`src/rtl/fmap_tile_reader.sv`:
```
// fmap_tile_reader: walks a cols x rows tile of the feature-map BRAM into a valid/ready stream.
// Optional FMAP_TILE_READER_STALL_CNT_EN adds a 32-bit backpressure stall counter port.
module fmap_tile_reader #(
  parameter int AW = 16,
  parameter int BW = 8,
  parameter int LW = 10
) (
  input  logic          clk,
  input  logic          rst_n,
  input  logic          start,
  input  logic [AW-1:0] base_adr,
  input  logic [LW-1:0] cols,
  input  logic [LW-1:0] rows,
  input  logic [AW-1:0] stride,
  output logic          busy,
  output logic          done,
  output logic [AW-1:0] radr,
  input  logic [BW-1:0] rdata,
  output logic          m_valid,
  input  logic          m_ready,
  output logic [BW-1:0] m_data,
`ifdef FMAP_TILE_READER_STALL_CNT_EN
  output logic [31:0]   stall_cnt,
`endif
  output logic          m_last
);

  typedef enum logic [1:0] {
    IDLE,
    RUN,
    DRAIN
  } state_t;

  state_t        state;
  logic [AW-1:0] adr;
  logic [AW-1:0] row_base;
  logic [AW-1:0] stride_r;
  logic [AW-1:0] radr_q;
  logic [LW-1:0] cols_r;
  logic [LW-1:0] rows_r;
  logic [LW-1:0] col_cnt;
  logic [LW-1:0] row_cnt;
  logic          infl;
  logic          infl_last;
  logic [BW-1:0] fifo_d [2];
  logic [1:0]    fifo_l;
  logic          wr_ptr;
  logic          rd_ptr;
  logic [1:0]    count;

  logic issue;
  logic col_end;
  logic row_end;
  logic last_issue;
  logic zero_dim;
  logic fire;
  logic pop;
  logic bypass;
  logic push;

  assign issue      = (state == RUN) &&
                      ((3'(count) + 3'(infl)) < 3'd2);
  assign col_end    = col_cnt == cols_r - LW'(1);
  assign row_end    = row_cnt == rows_r - LW'(1);
  assign last_issue = issue && col_end && row_end;
  assign zero_dim   = (cols == '0) || (rows == '0);

  // The word still on rdata counts as a queue slot and can bypass an empty FIFO.
  assign m_valid = (count != 2'd0) || infl;
  assign fire    = m_valid && m_ready;
  assign pop     = fire && (count != 2'd0);
  assign bypass  = fire && (count == 2'd0);
  assign push    = infl && !bypass;

  assign m_data = (count != 2'd0) ? fifo_d[rd_ptr] :
                  infl ? rdata : '0;
  assign m_last = (count != 2'd0) ? fifo_l[rd_ptr] :
                  (infl && infl_last);

  assign radr = issue ? adr : radr_q;

  always_ff @(posedge clk or negedge rst_n) begin
    if (!rst_n) begin
      state    <= IDLE;
      busy     <= 1'b0;
      done     <= 1'b0;
      adr      <= '0;
      row_base <= '0;
      stride_r <= '0;
      cols_r   <= '0;
      rows_r   <= '0;
      col_cnt  <= '0;
      row_cnt  <= '0;
    end else begin
      done <= 1'b0;
      unique case (state)
        IDLE: begin
          if (start) begin
            if (zero_dim) begin
              done <= 1'b1;
            end else begin
              state    <= RUN;
              busy     <= 1'b1;
              adr      <= base_adr;
              row_base <= base_adr;
              stride_r <= stride;
              cols_r   <= cols;
              rows_r   <= rows;
              col_cnt  <= '0;
              row_cnt  <= '0;
            end
          end
        end
        RUN: begin
          if (issue) begin
            if (col_end) begin
              col_cnt  <= '0;
              row_cnt  <= row_cnt + LW'(1);
              row_base <= row_base + stride_r;
              adr      <= row_base + stride_r;
            end else begin
              col_cnt <= col_cnt + LW'(1);
              adr     <= adr + AW'(1);
            end
            if (col_end && row_end) state <= DRAIN;
          end
        end
        DRAIN: begin
          if (fire && m_last) begin
            state <= IDLE;
            busy  <= 1'b0;
            done  <= 1'b1;
          end
        end
        default: state <= IDLE;
      endcase
    end
  end

  always_ff @(posedge clk or negedge rst_n) begin
    if (!rst_n) begin
      radr_q    <= '0;
      infl      <= 1'b0;
      infl_last <= 1'b0;
      fifo_d[0] <= '0;
      fifo_d[1] <= '0;
      fifo_l    <= '0;
      wr_ptr    <= 1'b0;
      rd_ptr    <= 1'b0;
      count     <= 2'd0;
    end else begin
      radr_q    <= radr;
      infl      <= issue;
      infl_last <= last_issue;
      if (push) begin
        fifo_d[wr_ptr] <= rdata;
        fifo_l[wr_ptr] <= infl_last;
        wr_ptr         <= ~wr_ptr;
      end
      if (pop) rd_ptr <= ~rd_ptr;
      unique case ({push, pop})
        2'b10:   count <= count + 2'd1;
        2'b01:   count <= count - 2'd1;
        default: count <= count;
      endcase
    end
  end

`ifdef FMAP_TILE_READER_STALL_CNT_EN
  always_ff @(posedge clk or negedge rst_n) begin
    if (!rst_n) begin
      stall_cnt <= '0;
    end else if (state == IDLE && start) begin
      stall_cnt <= '0;
    end else if (busy && m_valid && !m_ready &&
                 stall_cnt != 32'hFFFF_FFFF) begin
      stall_cnt <= stall_cnt + 32'd1;
    end
  end
`endif

endmodule

```
`config.mk`:
```
export PLATFORM = sky130hd
export DESIGN_NAME = fmap_tile_reader
export DESIGN_NICKNAME = d
export VERILOG_FILES = /design/src/rtl/fmap_tile_reader.sv
export SDC_FILE = /design/constraint.sdc
export NUM_CORES = 1
export LEC_CHECK = 0
export CAP_MARGIN = 40
export CORE_MARGIN = 3
export CORE_UTILIZATION = 60
export DETAILED_ROUTE_END_ITERATION = 7
export GPL_TIMING_DRIVEN = 0
export PLACE_DENSITY = 0.85
export SYNTH_ARGS = -nofsm -noshare
export SYNTH_HDL_FRONTEND = slang
export SYNTH_SLANG_ARGS = --single-unit
```
`constraint.sdc`:
```
create_clock -name clk -period 8.45 [get_ports clk]
set_clock_uncertainty 0.1 [all_clocks]
set_input_delay 0.845 -clock clk [delete_from_list [all_inputs] [get_ports clk]]
set_output_delay 0.845 -clock clk [all_outputs]
set_load 0.02 [all_outputs]
```
==> impl_metrics.ini, run 1 <==
[cells_and_area]
seqCellArea_mm2 = 0.003303
mostFrequentLayoutCell = nand2_1
layout_common_cells = nand2_1 (183), dfrtp_1 (132), clkdlybuf4s50_1 (90)
n_fill_cell = 862
drive_gt1_frac = 0.07988
area_growth_pct = 22.34
multi_input_area_mm2 = 0.004029
antenna_cells = 0
nets = 1037
fin_util = 0.7633

[setup_path]
cp.depth = 9
critPathTopFamily = buffers and inverters
r2r_start = cols_r[0]
crit_type = register to primary output
worstPathArrival_ns = 3.90
cp_slowest_stage_delay_ns = 0.63
critPathBufInv = 5
cpMaxStageDelayCell = clkdlybuf4s50_1
cp_max_fo = 10
path_cells = nor2b_1 -> clkbuf_1 -> nand2_1 -> clkbuf_1 -> clkbuf_1 -> buf_1 -> nand2_1 -> nand2_1 -> clkdlybuf4s50_1
r2r_cells = 11
timing.reg2reg.setup_slack_ns = 5.20
startpoint = state[0]
crit_required_ns = 7.51
startpoint_type = register
worst_setup_path_end_kind = primary output

[synth]
synth.ff_latch_count = 132
avgSynthCellArea_um2 = 9.032
yosys.area_share.simple = 0.2226
synth-main-ff-cell = dfrtp_1
synth_top_area_share = 0.4354
synth_edf_count = 0
synth_top_area_cell = dfrtp_1
netlist_area_mm2 = 0.007587
synth_xor_area_frac = 0.06349
yosysWarnings = 0
synthArstFlopShare = 1.000
synthCells = 840
synth_top_family_by_area = simple AND/OR/NAND/NOR gates
syn-num-nets = 926
yosys.area_share.adder = 0.03727
synth_cell_types = 71
netlist_top_cells_area = dfrtp_1 (44%), nand2_1 (9.1%), mux2_2 (3.9%)
synthMuxAreaShare = 0.06234
ys_seq_area_frac = 0.4354
synth-compound-area-share = 0.1453

[timing]
finalSetupViolCount = 0
slew_headroom = 0.4126
rsz0062_at_grt = no
period_share = 0.5732
min_period_ns = 4.843
worst_slack_ns = 3.607
fin_hold_ws_ns = 0.2608
worst_pin_slew_ns = 0.8779
setup_tns_ns = 0
slew_violations = 0
hold_violations = 0
fmax_mhz = 206.5

[global_route]
antenna_found_initial = 0
grt_pass1_wl_um = 33970
grt_usage = 0.3013
grt-ovfl-total = 0
grt_max_degree = 81
grt_pass1_vias = 6849

[die]
core_area_mm2 = 0.01216
die_area_mm2 = 0.01403
rows = 40
ioPinCount = 92
die_y_um = 118.5
die_w_um = 118.5
initial_core_util = 0.6239

[detailed_routing]
wirelength_um = 20650
wl_per_cell_um = 18.24
drtPass1Iterations = 5
drt-vias-per-instance = 6.160
drt_iter0_drc = 722
vias = 6973
drc = 0
drtAntennaViolNets = 0

[pwr]
seqPwrFrac = 0.444
p_int_uw = 1114
comb_power_share = 0.087
power_density_mw_per_mm2 = 157.7
ir_drop_mv = 0.1677
switching_share = 0.2386
p_switching_uw = 349.2
pwr-share-clk = 0.470
p_leak_uw = 0.004184

[hold_path]
holdCritPathClass = primary input to asynchronous set/reset pin

[clock_network]
cts_buffer_depth = 2
cts_resized = 0
cts_htree_levels = 4
cts_hold_buf = 0
clock-sinks = 132
cts_tree = done
cts_root_buffer = clkbuf_16
clkTransAtPathRegs_ns = 0.05
cts_made_buffers = 17
post_cts_buffers = 0
clk_latency_ns = 0.43

[run]
drv_cap = 0

[status]
status = finished, final reports clean

[placement]
port-buffer-count = 91
dpl_worst_slack_ns = 4.210
gp_congestion = 0.9201
post-dp-hpwl_um = 14440
flip-flops by register name, indices dropped and copies added (netlist names):
signal	cells
busy	1
wr_ptr	1
infl	1
stride_r	16
row_base	16
state	2
done	1
rows_r	10
rd_ptr	1
count	2
fifo_d	16
adr	16
fifo_l	2
radr_q	16
row_cnt	10
col_cnt	10
infl_last	1
cols_r	10
per-stage QoR:
stage	power (uW)	instance area (um^2)	cells
floorplan	718.8	7587	840
global placement	782.9	8708	1099
detailed placement	786.4	8737	1100
CTS	1465	9283	1132
global route	1510	9283	1132
finish	1463	9283	1132
power by group through the flow:
stage / logic, uW / clock network [uW] / registers (uW)
2_1_floorplan: 60.7 / 0 / 658
3_3_place_gp: 123 / 0 / 660
3_5_place_dp: 126 / 0 / 660
4_1_cts: 128 / 688 / 649
5_1_grt: 140 / 720 / 650
6_report: 127 / 687 / 649
Yosys cell counts (all sizes together), types with 3 or more instances:
cell type	instances
inv	21
and2	6
o311a	3
o211ai	8
xnor2	27
dfrtp	132
buf	11
ha	21
or3	8
or4	9
or2	3
mux2	26
nor3	12
o31ai	11
nand3	42
a211oi	4
nor2	36
nand2	184
a21oi	24
o21ai	47
a31oi	13
nand2b	11
and3	10
o21a	4
o31a	3
a211o	3
nor2b	7
a21o	6
xor2	28
nor4	11
a22oi	4
clkbuf	30
a22o	7
nand4	12
mux2i	18
logic make-up (layout without fill, tap and decap cells):
group	Yosys count	in the layout
AND/OR/NAND/NOR	360	360
AO/OA/AOI/OAI	164	164
flip-flops	132	132
buffers and inverters	63	187
XOR/XNOR	55	55
multiplexers	44	44
adder cells (fa/ha/maj)	22	22
final timing paths:
path                               end
max in group asynchronous  row_base[1]
max reg2reg                 row_cnt[5]
min in group clk             radr_q[1]
min                          rows_r[6]
min reg2reg                  radr_q[1]
max                           radr[12]
per-layer routing:
metal,vias to the layer above,track usage,wire length [um]
met3,57,0.06842,1700
li1,3205,-,-
met2,395,0.4802,9736
met5,-,0,0
met1,3316,0.4041,8663
met4,0,0.1144,546
layout make-up:
| cell class | count | share of cell area |
|---|---|---|
| Multi-Input combinational cell | 645 | 0.4340 |
| Tap cell | 168 | 0.02264 |
| Buffer | 41 | 0.01860 |
| Clock buffer | 21 | 0.04960 |
| Timing Repair Buffer | 92 | 0.1012 |
| Inverter | 22 | 0.008896 |
| Clock inverter | 11 | 0.009166 |
| Sequential cell | 132 | 0.3558 |
No activity file was read; power rests on OpenSTA's default activity.
==> inputs of run 2 (changes only) <==
- CORE_UTILIZATION: 60 -> 57
- PLACE_DENSITY: 0.85 -> 0.81
- clock period: 8.45 -> 4.5 ns (I/O delays scaled with it)
==> impl_metrics.ini, run 2 (synthesized netlist as in run 1, its figures left out) <==
[global_route]
grt_pass1_wl_um = 31730
grt-ovfl-total = 0
grt_usage = 0.2736
grt_pass1_vias = 6381
antenna_found_initial = 0
grt_max_degree = 79

[timing]
worst_pin_slew_ns = 0.9140
min_period_ns = 4.167
finalSetupViolCount = 0
period_share = 0.9261
rsz0062_at_grt = no
fmax_mhz = 240.0
slew_violations = 0
slew_headroom = 0.3884
worst_slack_ns = 0.3327
hold_violations = 0

[placement]
port-buffer-count = 91
post-dp-hpwl_um = 14080
dpl_worst_slack_ns = 0.6790
gp_congestion = 0.8981
dp_cells = 1104
dpl-instance-area_mm2 = 0.008742

[detailed_routing]
drt-vias-per-instance = 5.993
wirelength_um = 19860
drtAntennaViolNets = 0
wl_per_cell_um = 17.50
vias = 6802
drt_iter0_drc = 691
drtPass1Iterations = 6
drc = 0

[status]
status = finished, final reports clean

[clock_network]
cts_buffer_depth = 2
cts_htree_levels = 4
cts_made_buffers = 17
clkTransAtPathRegs_ns = 0.05
cts_tree = done
clk_latency_ns = 0.42
post_cts_buffers = 0
cts_root_buffer = clkbuf_16
clock-sinks = 132

[die]
die_w_um = 121.4
initial_core_util = 0.5916
ioPinCount = 92
die_y_um = 121.4
rows = 41
die_area_mm2 = 0.01473
core_area_mm2 = 0.01282

[cells_and_area]
drive_gt1_frac = 0.07684
area_growth_pct = 22.56
antenna_cells = 0
mostFrequentLayoutCell = nand2_1
layout_common_cells = nand2_1 (183), dfrtp_1 (132), clkdlybuf4s50_1 (90)
fin_cells = 1135
nets = 1038
fin_util = 0.7251
fin_area_mm2 = 0.009299

[setup_path]
r2r_cells = 11
worstPathArrival_ns = 3.62
timing.reg2reg.setup_slack_ns = 1.23
worst_setup_path_end_kind = primary output
crit_type = register to primary output
r2r_end = row_cnt[5]
startpoint_type = register
r2r_start = cols_r[0]
crit_required_ns = 3.95
cp_max_fo = 10

[pwr]
ir_drop_mv = 0.2201
p_leak_uw = 0.004192
power_density_mw_per_mm2 = 296.2

[hold_path]
holdPathEnd = radr_q[10]
min_path_cells = 2
hp-start = radr_q[10]
holdCritPathClass = register to register

[run]
drv_cap = 0
run 2: worst max-delay path, stage by stage, from the launching register on:
cell	delay [ns]
dfrtp_1	0.42
nor2b_1	0.15
clkbuf_1	0.30
nand2_1	0.25
clkbuf_1	0.39
clkbuf_1	0.49
clkbuf_2	0.39
nand2_1	0.09
nand2_1	0.09
clkdlybuf4s50_1	0.64
run 2: what timing repair did:
item	in CTS	in global routing
hold buffers	1	0
setup endpoints to repair	0	9
hold endpoints to repair	54	0
gates resized for setup	0	1
run 2: how the worst max path moves through the flow:
stage | from | slack, ns | end
5_1_grt | state[0] | 0.15 | radr[14]
4_1_cts | state[0] | 0.22 | radr[14]
3_3_place_gp | rst_n | -2.28 | row_base[6]
3_5_place_dp | state[0] | 0.68 | radr[14]
6_report | state[0] | 0.33 | radr[14]
2_1_floorplan | cols_r[0] | 1.68 | row_cnt[5]
run 2: area by class of cell:
cell class / instances / area, um^2
buffer: 41 / 173.9
timing repair buffer: 93 / 949.7
multi-input combinational: 645 / 4029
tap: 172 / 215.2
clock buffer: 25 / 495.5
sequential: 132 / 3303
clock inverter: 5 / 50.05
fill: 956 / 3526
inverter: 22 / 82.58
run 2: metrics by stage:
step | hold slack [ns] | TNS [ns] | total power (uW)
after floorplan | 0.05441 | 0 | 1350
after global placement | 0.3562 | -299.46 | 1473
after detailed placement | 0.3373 | 0 | 1480
after CTS | 0.3770 | 0 | 2765
after global routing | 0.3959 | 0 | 2840
final | 0.3727 | 0 | 2754
run 2: power breakdown:
group	internal, uW	switching (uW)	total, uW
Sequential	1200	16.8	1220
Clock	808	485	1290
Combinational	111	129	240
run 2: metal layers:
metal  vias to the layer above  part of all wire  GRT usage
met3                        48             0.071    0.05035
met4                         0             0.027     0.1120
met5                         -                 0          0
met1                      3248              0.44     0.3779
li1                       3206                 -          -
met2                       300              0.46     0.4269
==> inputs of run 3 (changes only) <==
- PLACE_DENSITY: 0.81 -> 0.87
==> impl_metrics.ini, run 3 (synthesized netlist as in run 1, its figures left out) <==
[global_route]
grt_pass1_vias = 6658
grt_max_degree = 68
grt-ovfl-total = 0
antenna_found_initial = 0
grt_pass1_wl_um = 32820
grt_usage = 0.2810

[die]
die_area_mm2 = 0.01473
die_w_um = 121.4
ioPinCount = 92
die_y_um = 121.4
rows = 41
core_area_mm2 = 0.01282
initial_core_util = 0.5916

[detailed_routing]
drtAntennaViolNets = 0
wirelength_um = 20090
vias = 6896
drt-vias-per-instance = 6.065
drtPass1Iterations = 7
drc = 0
wl_per_cell_um = 17.67
drt_iter0_drc = 803

[placement]
port-buffer-count = 91
post-dp-hpwl_um = 14270
gp_congestion = 0.9386
dp_cells = 1104
dpl_worst_slack_ns = 0.7177

[pwr]
p_leak_uw = 0.004196
ir_drop_mv = 0.2771
power_density_mw_per_mm2 = 301.0

[clock_network]
cts_tree = done
clkTransAtPathRegs_ns = 0.06
clock-sinks = 132
cts_root_buffer = clkbuf_16
post_cts_buffers = 0
cts_buffer_depth = 2
clk_latency_ns = 0.43
cts_htree_levels = 4
cts_made_buffers = 17

[cells_and_area]
nets = 1038
antenna_cells = 0
mostFrequentLayoutCell = nand2_1
area_growth_pct = 22.97
drive_gt1_frac = 0.08290
fin_cells = 1137
layout_common_cells = nand2_1 (183), dfrtp_1 (132), clkdlybuf4s50_1 (90)

[hold_path]
holdCritPathClass = register to register

[status]
status = finished, final reports clean

[setup_path]
cp_max_fo = 10
path_cells = nor2b_1 -> clkbuf_1 -> nand2_1 -> clkbuf_1 -> clkbuf_1 -> clkbuf_2 -> nand2_1 -> nand2_1 -> clkdlybuf4s50_1
crit_type = register to primary output
worst_setup_path_end_kind = primary output
cpMaxStageDelayCell = clkdlybuf4s50_1
startpoint_type = register
worstPathArrival_ns = 3.58
crit_required_ns = 3.95
cp_slowest_stage_delay_ns = 0.63

[timing]
period_share = 0.9174
slew_violations = 0
finalSetupViolCount = 0
worst_pin_slew_ns = 0.8030
fmax_mhz = 242.2
min_period_ns = 4.128
slew_headroom = 0.4627
rsz0062_at_grt = no
worst_slack_ns = 0.3718
hold_violations = 0

[run]
drv_cap = 0
## run 3: stage by stage
step	power (uW)	TNS (ns)	utilization	hold WS (ns)	cell area, um^2
6_report	2809	0	0.7275	0.3729	9330
5_1_grt	2901	0	0.7275	0.3946	9330
4_1_cts	2817	0	0.7274	0.3743	9329
3_5_place_dp	1478	0	0.6817	0.3599	8742
3_3_place_gp	1471	-290.00	0.6794	0.3569	8713
2_1_floorplan	1350	0	-	0.05441	7587
## run 3: power by group
group / switching [uW] / internal, uW / total (uW)
Clock: 529 / 823 / 1350
Combinational: 127 / 111 / 237
Sequential: 16.3 / 1200 / 1220
Total: 672 / 2140 / 2810
## run 3: per-layer routing
metal  up-vias  track usage  wire, um
li1       3212            -         -
met1      3336       0.3846      8679
met2       301       0.4453      9570
met3        47      0.04895      1344
met4         0       0.1127       500
met5         -            0         0
## run 3: timing repair
| action | 4_1_cts | 5_1_grt |
|---|---|---|
| hold endpoints to repair | 65 | 0 |
| resized for setup | 0 | 1 |
| hold buffers | 1 | 0 |
| setup endpoints to repair | 0 | 8 |
## run 3: final cells by class
class,count,area [um^2]
multi-input combinational,645,4029
fill,939,3495
sequential,132,3303
timing repair buffer,93,949.7
clock buffer,18,439.2
tap,172,215.2
buffer,41,173.9
clock inverter,14,137.6
inverter,22,82.58
## run 3: worst max-delay path, delay by kind of cell (launching register included)
kind	cells	cell delay, ns
flip-flops	1	0.42
buffers and inverters	5	2.15
AND/OR/NAND/NOR	4	0.56
## run 3: worst paths after layout
check / startpoint / end / slack, ns / cells after the start
setup / recovery: state[0] / radr[12] / 0.37 / 9
hold / removal: radr_q[12] / radr_q[12] / 0.37 / 2
setup reg to reg: cols_r[0] / row_cnt[5] / 1.28 / 11
hold reg to reg: radr_q[12] / radr_q[12] / 0.37 / 2
max in group asynchronous: rst_n / row_base[6] / 3.08 / 3
min in group asynchronous: rst_n / rows_r[6] / 0.48 / 2
